## src/rtl/aes_key_sched.sv

```systemverilog
// Word-serial AES-128/192/256 key schedule: one expanded word per cycle, round keys streamed over valid/ready.
// Optional round-key store with a combinational read port is enabled by defining AES_KEY_SCHED_STORE_EN.
module aes_key_sched #(
    parameter int NK_MAX = 8
) (
    input  logic                  clk,
    input  logic                  rst_n,
    input  logic                  start,
    input  logic [1:0]            key_len,
    input  logic [32*NK_MAX-1:0]  key,
    input  logic                  abort,
    input  logic                  rk_ready,
    output logic                  rk_valid,
    output logic [127:0]          rk_data,
    output logic [3:0]            rk_idx,
    output logic                  rk_last,
    output logic                  busy,
    output logic                  done,
`ifdef AES_KEY_SCHED_STORE_EN
    input  logic [3:0]            rd_idx,
    output logic [127:0]          rd_key,
`endif
    output logic                  err
);

    localparam int         KW      = 32 * NK_MAX;
    localparam int         IW      = (NK_MAX > 1) ? $clog2(NK_MAX) : 1;
    localparam logic [3:0] NK_MAX4 = 4'(NK_MAX);

    typedef enum logic {
        IDLE,
        RUN
    } state_t;

    state_t state, state_next;

    logic [3:0]  nk, nr, dec_nk, dec_nr;
    logic        start_legal;
    logic [5:0]  wi;
    logic [2:0]  phase;
    logic [7:0]  rcon;
    logic        prod_done;
    logic [31:0] win [NK_MAX];
    logic [31:0] rk_buf [3];
    logic [31:0] key_word [NK_MAX];
    logic [IW-1:0] load_base, old_sel;
    logic [31:0] prev_word, old_word, sub_in, sub_out, new_word;
    logic        prefill, last_word, phase_wrap, xfer, produce;

    function automatic logic [7:0] gf_mul(input logic [7:0] a, input logic [7:0] b);
        logic [7:0] acc;
        logic [7:0] x;
        acc = 8'h00;
        x   = a;
        for (int n = 0; n < 8; n++) begin
            if (b[n]) acc = acc ^ x;
            x = {x[6:0], 1'b0} ^ (x[7] ? 8'h1b : 8'h00);
        end
        return acc;
    endfunction

    // S-box as multiplicative inverse (a^254) followed by the affine transform.
    function automatic logic [7:0] sbox(input logic [7:0] a);
        logic [7:0] r;
        logic [7:0] sq;
        r  = 8'h01;
        sq = a;
        for (int n = 0; n < 7; n++) begin
            sq = gf_mul(sq, sq);
            r  = gf_mul(r, sq);
        end
        return r ^ {r[6:0], r[7]} ^ {r[5:0], r[7:6]} ^ {r[4:0], r[7:5]} ^ {r[3:0], r[7:4]} ^ 8'h63;
    endfunction

    for (genvar j = 0; j < NK_MAX; j++) begin : g_key_word
        assign key_word[j] = key[KW-1-32*j -: 32];
    end

    always_comb begin
        dec_nk = 4'd0;
        dec_nr = 4'd0;
        case (key_len)
            2'b00:   begin dec_nk = 4'd4; dec_nr = 4'd10; end
            2'b01:   begin dec_nk = 4'd6; dec_nr = 4'd12; end
            2'b10:   begin dec_nk = 4'd8; dec_nr = 4'd14; end
            default: begin dec_nk = 4'd0; dec_nr = 4'd0; end
        endcase
        start_legal = (key_len != 2'b11) && (dec_nk <= NK_MAX4);
    end

    // The window is a shift register whose newest word sits at the top;
    // w[i-Nk] is therefore always found Nk slots below the top.
    assign load_base = IW'(NK_MAX4 - dec_nk);
    assign old_sel   = IW'(NK_MAX4 - nk);
    assign prev_word = win[NK_MAX-1];
    assign old_word  = win[old_sel];

    assign prefill    = wi < {2'b00, nk};
    assign last_word  = wi == {nr, 2'b11};
    assign phase_wrap = {1'b0, phase} == (nk - 4'd1);

    // Handshake: a round key moves on an edge with rk_valid & rk_ready; while rk_valid
    // is high rk_data/rk_idx/rk_last are frozen, and rk_valid only drops on that edge,
    // on abort, or on reset.
    assign xfer    = rk_valid && rk_ready;
    assign produce = (state == RUN) && !abort && !prod_done &&
                     !((wi[1:0] == 2'b11) && rk_valid && !rk_ready);

    assign sub_in  = (phase == 3'd0) ? {prev_word[23:0], prev_word[31:24]} : prev_word;
    assign sub_out = {sbox(sub_in[31:24]), sbox(sub_in[23:16]), sbox(sub_in[15:8]), sbox(sub_in[7:0])};

    always_comb begin
        new_word = old_word ^ prev_word;
        if (prefill) begin
            new_word = old_word;
        end else if (phase == 3'd0) begin
            new_word = old_word ^ sub_out ^ {rcon, 24'h000000};
        end else if ((nk == 4'd8) && (phase == 3'd4)) begin
            new_word = old_word ^ sub_out;
        end
    end

    always_ff @(posedge clk or negedge rst_n) begin
        if (!rst_n) state <= IDLE;
        else        state <= state_next;
    end

    always_comb begin
        state_next = state;
        case (state)
            IDLE: if (start && start_legal) state_next = RUN;
            RUN: begin
                if (abort)                state_next = IDLE;
                else if (xfer && rk_last) state_next = IDLE;
            end
            default: state_next = IDLE;
        endcase
    end

    assign busy = (state == RUN);

    always_ff @(posedge clk or negedge rst_n) begin
        if (!rst_n) begin
            nk        <= '0;
            nr        <= '0;
            wi        <= '0;
            phase     <= '0;
            rcon      <= '0;
            prod_done <= 1'b0;
            for (int p = 0; p < NK_MAX; p++) win[p] <= '0;
            for (int b = 0; b < 3; b++) rk_buf[b] <= '0;
            rk_valid  <= 1'b0;
            rk_data   <= '0;
            rk_idx    <= '0;
            rk_last   <= 1'b0;
            done      <= 1'b0;
            err       <= 1'b0;
        end else begin
            done <= 1'b0;
            err  <= 1'b0;
            if (state == IDLE) begin
                if (start) begin
                    if (start_legal) begin
                        nk        <= dec_nk;
                        nr        <= dec_nr;
                        wi        <= '0;
                        phase     <= '0;
                        rcon      <= 8'h01;
                        prod_done <= 1'b0;
                        for (int p = 0; p < NK_MAX; p++) begin
                            if (p >= int'(load_base)) win[p] <= key_word[IW'(p - int'(load_base))];
                            else                      win[p] <= '0;
                        end
                    end else begin
                        err <= 1'b1;
                    end
                end
            end else if (abort) begin
                rk_valid <= 1'b0;
            end else begin
                if (xfer) begin
                    rk_valid <= 1'b0;
                    done     <= rk_last;
                end
                if (produce) begin
                    wi        <= wi + 6'd1;
                    phase     <= phase_wrap ? 3'd0 : phase + 3'd1;
                    prod_done <= last_word;
                    if (!prefill && (phase == 3'd0))
                        rcon <= {rcon[6:0], 1'b0} ^ (rcon[7] ? 8'h1b : 8'h00);
                    for (int p = 0; p < NK_MAX - 1; p++) win[p] <= win[p+1];
                    win[NK_MAX-1] <= new_word;
                    case (wi[1:0])
                        2'b00: rk_buf[0] <= new_word;
                        2'b01: rk_buf[1] <= new_word;
                        2'b10: rk_buf[2] <= new_word;
                        default: begin
                            rk_data  <= {rk_buf[0], rk_buf[1], rk_buf[2], new_word};
                            rk_idx   <= wi[5:2];
                            rk_last  <= (wi[5:2] == nr);
                            rk_valid <= 1'b1;
                        end
                    endcase
                end
            end
        end
    end

`ifdef AES_KEY_SCHED_STORE_EN
    logic [127:0] store_mem [15];
    logic [15:0]  store_vld;

    always_ff @(posedge clk) begin
        if ((state == RUN) && !abort && xfer) store_mem[rk_idx] <= rk_data;
    end

    // Valid bits keep aborted or not-yet-produced rounds reading as zero.
    always_ff @(posedge clk or negedge rst_n) begin
        if (!rst_n) begin
            store_vld <= '0;
        end else if ((state == IDLE) && start && start_legal) begin
            store_vld <= '0;
        end else if ((state == RUN) && abort) begin
            store_vld <= '0;
        end else if ((state == RUN) && xfer) begin
            store_vld[rk_idx] <= 1'b1;
        end
    end

    always_comb begin
        rd_key = '0;
        if (store_vld[rd_idx]) rd_key = store_mem[rd_idx];
    end
`else
    // Stream-only build: round keys are not retained after transfer.
`endif

endmodule

```

## config.mk

```make
export PLATFORM = sky130hd
export DESIGN_NAME = aes_key_sched
export DESIGN_NICKNAME = d
export VERILOG_FILES = /design/src/rtl/aes_key_sched.sv
export SDC_FILE = /design/constraint.sdc
export NUM_CORES = 2
export LEC_CHECK = 0
export CAP_MARGIN = 20
export CELL_PAD_IN_SITES_DETAIL_PLACEMENT = 2
export CELL_PAD_IN_SITES_GLOBAL_PLACEMENT = 2
export CORE_MARGIN = 2
export CORE_UTILIZATION = 39
export DETAILED_ROUTE_END_ITERATION = 8
export MAX_ROUTING_LAYER = met4
export PLACE_DENSITY = 0.86
export SLEW_MARGIN = 20
export SYNTH_ARGS = -nofsm -noshare
export SYNTH_HDL_FRONTEND = slang
export SYNTH_SLANG_ARGS = --single-unit
```

## constraint.sdc

```tcl
create_clock -name clk -period 22.6 [get_ports clk]
set_input_delay 2.26 -clock clk [delete_from_list [all_inputs] [get_ports clk]]
set_output_delay 2.26 -clock clk [all_outputs]
set_load 0.01 [all_outputs]
```

=== After elaboration in Yosys (flattened, before gate mapping) ===
Index checks and enable logic that the tools add are counted.

* Flip-flop bits (word level): 515
* Input port bits: 263
* Output and inout bits: 137
* Word-level logic and storage cells: 1,784

* Add/subtract/negate cells: 13
* Magnitude comparators: 18
* Equal/unequal tests: 14
* Muxes and demuxes: 894
* Bitwise gates (word level): 792
* Reduce and logical (&&, ||, !) cells: 29

{| class="wikitable"
|+ Operator list
! operator !! count
|-
| 8-bit 2-to-1 mux || 426
|-
| 8-bit XOR || 380
|-
| 8-bit by 5-bit XOR with 8-bit output || 365
|-
| 5-bit 2-to-1 mux || 369
|-
| 256-bit 2-to-1 mux || 5
|-
| 32-bit 2-to-1 mux || 29
|-
| 32-bit binary-select mux with 3-bit select || 9
|-
| 32-bit XOR || 3
|-
| 6-bit 2-to-1 mux || 9
|-
| 3-bit by 4-bit >= comparator with 1-bit output, second input constant || 8
|-
| 3-bit 2-to-1 mux || 10
|-
| 7-bit 2-to-1 mux || 4
|-
| 1-bit NOT, first input constant || 28
|-
| 3-bit NOT || 8
|-
| 4-bit one-hot mux with 3 select lines || 2
|-
| 1-bit 2-to-1 mux || 22
|-
| 4-bit AND reduction || 5
|-
| 4-bit 2-to-1 mux || 4
|-
| 4-bit NOT || 4
|-
| 1-bit by 3-bit subtractor with 3-bit output, first input constant || 4
|-
| 3-bit subtractor, first input constant || 4
|-
| 1-bit logical AND || 11
|-
| 3-bit >= comparator, first input constant || 3
|-
| 2-bit 2-to-1 mux || 4
|-
| other kinds (28) || 44
|}

=== Depth between registers and ports, before layout ===
* Depth after elaboration: 141
* Gate-level depth with buffers: 95
* Gate-level depth less buffers: 68

=== Worst setup path before layout ===
No wires, ideal clock.

* Path type: reg2reg
* Start: register phase[1]
* End: register win (netlist bit prev_word[22])
* Library setup time: 0.133 ns
* Data arrival time: 19.280 ns
* Data required time: 22.467 ns
* Path slack: 3.186 ns
* Stages on the path, launching flop included: 85
* Buffers on the path: 20
* Clock period less this slack: 19.414 ns
* Cells stage by stage: dfrtp_1 > inv_1 > ha_1 > nor2b_2 > buf_6 > buf_8 > buf_6 > buf_8 > buf_6 > buf_6 > buf_6 > buf_4 > clkbuf_1 > nand2_1 > nand2_1 > ha_1 > clkbuf_1 > nand2b_1 > [... 49 more ...] > nor3_1 > o21a_1 > o21ai_2 > a31oi_1 > xnor2_2 > xnor3_2 > and2_1 > or4b_1 > o221ai_1 > xor3_1 > xor2_2 > xnor2_2 > xnor3_1 > nand2_1 > a21oi_1 > xnor2_1 > o21ai_1 > a21boi_1

* Word-level cells in the longest chain between the ends: 138
* Elaborated cells on any way between the ends: 402
* Classes of those cells: eq/ne (1); mux (210); bitwise (189); reduce/logical (2)

{| class="wikitable"
|+ Ends and longest elaborated chain
! what !! RTL line !! text
|-
| start, declared || 40 || <nowiki>logic [2:0] phase;</nowiki>
|-
| start signal, assigned || 187 || <nowiki>phase <= phase_wrap ? 3'd0 : phase + 3'd1;</nowiki>
|-
| 3-bit logical NOT || 109, 116 ||
|-
| 32-bit 2-to-1 mux || 109 || <nowiki>assign sub_in = (phase == 3'd0) ? {prev_word[23:0], prev_word[31:24]} : prev_word;</nowiki>
|-
| 5-bit 2-to-1 mux || 57 || <nowiki>x = {x[6:0], 1'b0} ^ (x[7] ? 8'h1b : 8'h00);</nowiki>
|-
| 8-bit by 5-bit XOR with 8-bit output || 57 ||
|-
| 8-bit XOR || 56 || <nowiki>if (b[n]) acc = acc ^ x;</nowiki>
|-
| 8-bit 2-to-1 mux || 56 ||
|-
| 8-bit XOR || 56 ||
|-
| 8-bit 2-to-1 mux || 56 ||
|-
| [... 122 more ...] || n/a ||
|-
| 4-bit NOT (no source line) || n/a ||
|-
| 32-bit XOR || 117, 119 ||
|-
| 32-bit 2-to-1 mux / 32-bit XOR (equally long branches) || 118, 117 ||
|-
| 32-bit 2-to-1 mux * || 116 || <nowiki>end else if (phase == 3'd0) begin</nowiki>
|-
| 32-bit 2-to-1 mux * || 114 || <nowiki>if (prefill) begin</nowiki>
|-
| 256-bit 2-to-1 mux * || 185 || <nowiki>if (produce) begin</nowiki>
|-
| 256-bit 2-to-1 mux * || 178 || <nowiki>end else if (abort) begin</nowiki>
|-
| 256-bit 2-to-1 mux * || 161 || <nowiki>if (state == IDLE) begin</nowiki>
|-
| end signal, assigned by index || 192 || <nowiki>win[NK_MAX-1] <= new_word;</nowiki>
|-
| end, declared || 43 || <nowiki>logic [31:0] win [NK_MAX];</nowiki>
|}

Every way passes the cells marked *; elsewhere a longest branch is shown, timed or not. The select of a mux whose other input is x is not followed.
A chain may end at the register's enable or synchronous reset.

=== Worst setup path after layout ===
* Start: register phase[1]
* End: register win (netlist bit prev_word[10])

* Word-level cells in the longest chain between the ends: 137
* Elaborated cells on any way between the ends: 401
* Classes of those cells: eq/ne (1); mux (210); bitwise (188); reduce/logical (2)

{| class="wikitable"
|+ Ends and longest elaborated chain
! what !! RTL line !! text
|-
| 3-bit logical NOT || 109, 116 ||
|-
| 32-bit 2-to-1 mux || 109 ||
|-
| 5-bit 2-to-1 mux (tied with other cells) || 57 ||
|-
| 8-bit by 5-bit XOR with 8-bit output / 8-bit XOR (equally long branches) || 57, 56 ||
|-
| 8-bit XOR / 8-bit 2-to-1 mux (equally long branches) || 56 ||
|-
| 8-bit 2-to-1 mux / 8-bit XOR (equally long branches) || 56 ||
|-
| 8-bit XOR / 8-bit 2-to-1 mux (equally long branches) || 56 ||
|-
| 8-bit 2-to-1 mux / 8-bit XOR (equally long branches) || 56 ||
|-
| [... 118 more ...] || n/a ||
|-
| 8-bit XOR (4 in a row) || 72 || <nowiki>return r ^ {r[6:0], r[7]} ^ {r[5:0], r[7:6]} ^ {r[4:0], r[7:5]} ^ {r[3:0], r[7:4]} ^ 8'h63;</nowiki>
|-
| 32-bit XOR || 117, 119 ||
|-
| 32-bit 2-to-1 mux / 32-bit XOR (equally long branches) || 118, 117 ||
|-
| 32-bit 2-to-1 mux * || 116 ||
|-
| 32-bit 2-to-1 mux * || 114 ||
|-
| 256-bit 2-to-1 mux * || 185 ||
|-
| 256-bit 2-to-1 mux * || 178 ||
|-
| 256-bit 2-to-1 mux * || 161 ||
|}

Marks and branches as above.

==> out/qor.yml <==
sta:
  max_freq_mhz: 43.13
  max_slew_margin_pct: -30.34
  worst_slack_ns: -0.5850
  finalCriticalPeriod_ns: 23.18
  fin_skew_ns: 0.07826
  timing.final.crit_share_pct: 102.6
  worst_hold_slack_ns: 0.5230
  hold_viol: 0
  slew_viol_final: 7
  setup_violations: 25
  worst_slew_pin_slew_ns: 1.935
die:
  row_count: 177
  initial_core_util_pct: 39.31
  fp.coreArea_um2: 233000
  boundaryPins: 400
  dieArea_um2: 238800
  fp.dieW_um: 488.6
  die_height_um: 488.6
clock_network:
  cts_buffer_depth: 3
  clk_latency_ns: 0.72
  cts_tree: "yes"
  cts_root_buf: "clkbuf_16"
  ctsHoldBuffers: 0
  cts.clk_slew.worst_paths_ns: 0.09
  cts_sinks: 513
  h-tree-depth: 2
  cts-buffers-inserted: 54
cells_and_area:
  finish.instance_area_um2: 102300
  area_growth_pct: 11.73
  fin_nets: 11410
  drive_above_1_share_pct: 13.22
logic_synthesis:
  synth.distinct_cells: 132
  synthArstFlopShare_pct: 100.0
  synth_edf_count: 0
  yosys_warnings: 0
  ys_ff_latch: 513
  ys_seq_area_share_pct: 14.02
  netlist_area_um2: 91600
  syn_avg_cell_area_um2: 8.244
  synth_fp_nets: 11420
  synth.largest_area_cell: "xnor2_1"
  netlist.area_leader.share_pct: 15.77
  synthCells: 11110
  netlist_top_cells_area: "xnor2_1, dfrtp_1, xnor3_1"
  synth_ff_type: "dfrtp_1"
critical_path:
  cp_num_buf_inv: 6
  cpMostUsedCell: "xnor3_1"
  critPathArrivalTime_ns: 23.65
  cpPeakStageDelay_ns: 1.52
  path_delay_family: "XOR/XNOR gates"
  cp.required_ns: 23.06
  worst-setup-path-type: "flip-flop to flip-flop"
  endpoint_kind: "flip-flop"
  crit_path_top_delay_cell: "o21ai_0"
  cp_max_fo: 40
  startpoint_type: "flip-flop"
flow_run:
  drv_cap: 1
grt:
  grt_pass1_vias: 101000
  track_usage_pct: 36.87
  grt_max_degree: 204
  grt_overflow: 0
  antenna_found_initial: 71
  grt_pass1_wl_um: 665800
routing:
  drc: 0
  firstDrtPassIters: 7
  postRouteAntennaNets: 0
  via_per_inst: 6.860
  wire_per_inst_um: 34.86
  drtIter0Drc: 11270
  routed_wl_um: 503000
  vias: 99000
status:
  outcome: "finished, violations left"
  violations: "max-capacitance violations, max-slew violations, negative setup slack"
hold_path:
  min_path_type: "flip-flop to flip-flop"
placed_design:
  portBuffers: 399
  gp_congestion: 0.9516
  post-dp-hpwl_um: 300200
  dpl_cell_area_um2: 99170
==> routing by layer <==
metal	global-route usage [%]	share of wire, %
met1	42.78	36
met2	59.56	45
met3	6.962	10
met4	21.34	9.0
met5	-	0
==> synthesized netlist by cell type, types with 136 or more instances <==
library cell,count
a21oi_1,598
o21ai_0,412
mux4_2,261
nor3_1,273
xnor3_1,298
mux2i_1,335
xor2_1,476
nor2_1,1608
nand3_1,236
o22ai_1,136
buf_2,141
clkbuf_1,565
mux2_2,233
xnor2_1,1649
a221oi_1,190
nand2_1,1082
dfrtp_1,513
==> flip-flops by register name, summed over array words and instances (netlist names), 3 cells and up <==
name / cells
phase: 3
wi: 6
prev_word: 32
nr: 3
rk_idx: 4
rk_data: 128
rk_buf: 96
win: 224
nk: 3
rcon: 8
==> layout make-up <==
cell class / count / area (µm²)
fill: 25600 / 130600
timing repair buffer: 770 / 6852
clock buffer: 77 / 1609
clock inverter: 23 / 307.8
multi-input combinational: 9631 / 75930
inverter: 131 / 493.0
sequential: 513 / 12840
tap: 3132 / 3919
antenna: 153 / 382.9
==> repair_timing <==
item	4_1_cts	5_1_grt
pin swaps	0	7
gates resized for setup	8	87
buffers inserted	0	21
endpoints found under the setup margin	20	160
==> cells by family (layout without fill, tap and decap cells) <==
| group | count (synthesis) | after routing | share of synthesized area [%] |
|---|---|---|---|
| and+or+nand+nor | 3730 | 3730 | 17.71 |
| xor gates and xnor gates | 2681 | 2681 | 33.29 |
| AOI/OAI and AO/OA | 2315 | 2315 | 16.55 |
| buffers and inverters | 966 | 1001 | 4.414 |
| muxes | 855 | 855 | 13.34 |
| DFF | 513 | 513 | 14.02 |
| adders and majority gates | 50 | 50 | 0.6803 |
| other | 0 | 153 | 0 |
==> per-stage QoR <==
stage	std cells	setup TNS [ns]	setup WS [ns]	util, %
3_3_place_gp	14150	0	0.9792	42.54
2_1_floorplan	11110	0	3.186	-
5_1_grt	14400	-38.99	-1.342	43.89
4_1_cts	14250	0	0.001313	43.41
6_report	14430	-4.471	-0.5850	43.92
3_5_place_dp	14150	-0.5198	-0.1909	42.56
==> cell usage in the layout (no fill, tap or decap), types with 47 or more instances in the layout <==
master           netlist  routed
o21a_1                50      50
nand2_1             1082    1077
o22ai_1              136     136
nand4_1               47      47
o21ai_1              119     118
xor2_1               476     451
mux2i_1              335     333
or3_1                 54      54
a21oi_1              598     596
a221oi_1             190     189
and2_1                57      57
and3_1                58      57
xor2_2                39      58
mux2_2               233     233
clkbuf_16              0      55
a22oi_1               64      63
xnor2_4               31      47
a31oi_1              130     130
buf_4                 21     360
mux4_2               261     261
nand3_1              236     235
diode_2                0     153
xnor2_1             1649    1585
clkdlybuf4s50_1        0     398
o211ai_1              74      74
inv_1                 94      93
o21ai_0              412     411
nor2_1              1608    1599
nand2b_1              62      62
dfrtp_1              513     511
nor2b_1               69      68
xnor3_1              298     291
nor3_1               273     271
a211oi_1              93      91
xnor2_2              109     157
==> worst reg2reg max path, delay by kind of cell, from the launching register on <==
family	cells	cell delay (ns)
xor gates and xnor gates	34	12.91
AOI/OAI and AO/OA	9	3.33
and+or+nand+nor	9	1.72
adders and majority gates	3	1.63
buffers and inverters	6	1.51
muxes	4	1.40
DFF	1	0.48
==> worst paths after layout <==
kind                       cells after the start  startpoint             to  slack, ns
max                                           65    phase[1]  prev_word[10]      -0.58
min                                            1   rk_buf[0]    rk_data[32]       0.52
max reg2reg                                   65    phase[1]  prev_word[10]      -0.58
min reg2reg                                    1   rk_buf[0]    rk_data[32]       0.52
max in group asynchronous                      3       rst_n    rk_data[30]      18.20
min in group asynchronous                      1       rst_n     rk_buf[45]       1.62
Power is left out: the tool's default activity adds up to more than one toggle a clock period on the data nets, which glitch-free logic cannot reach.
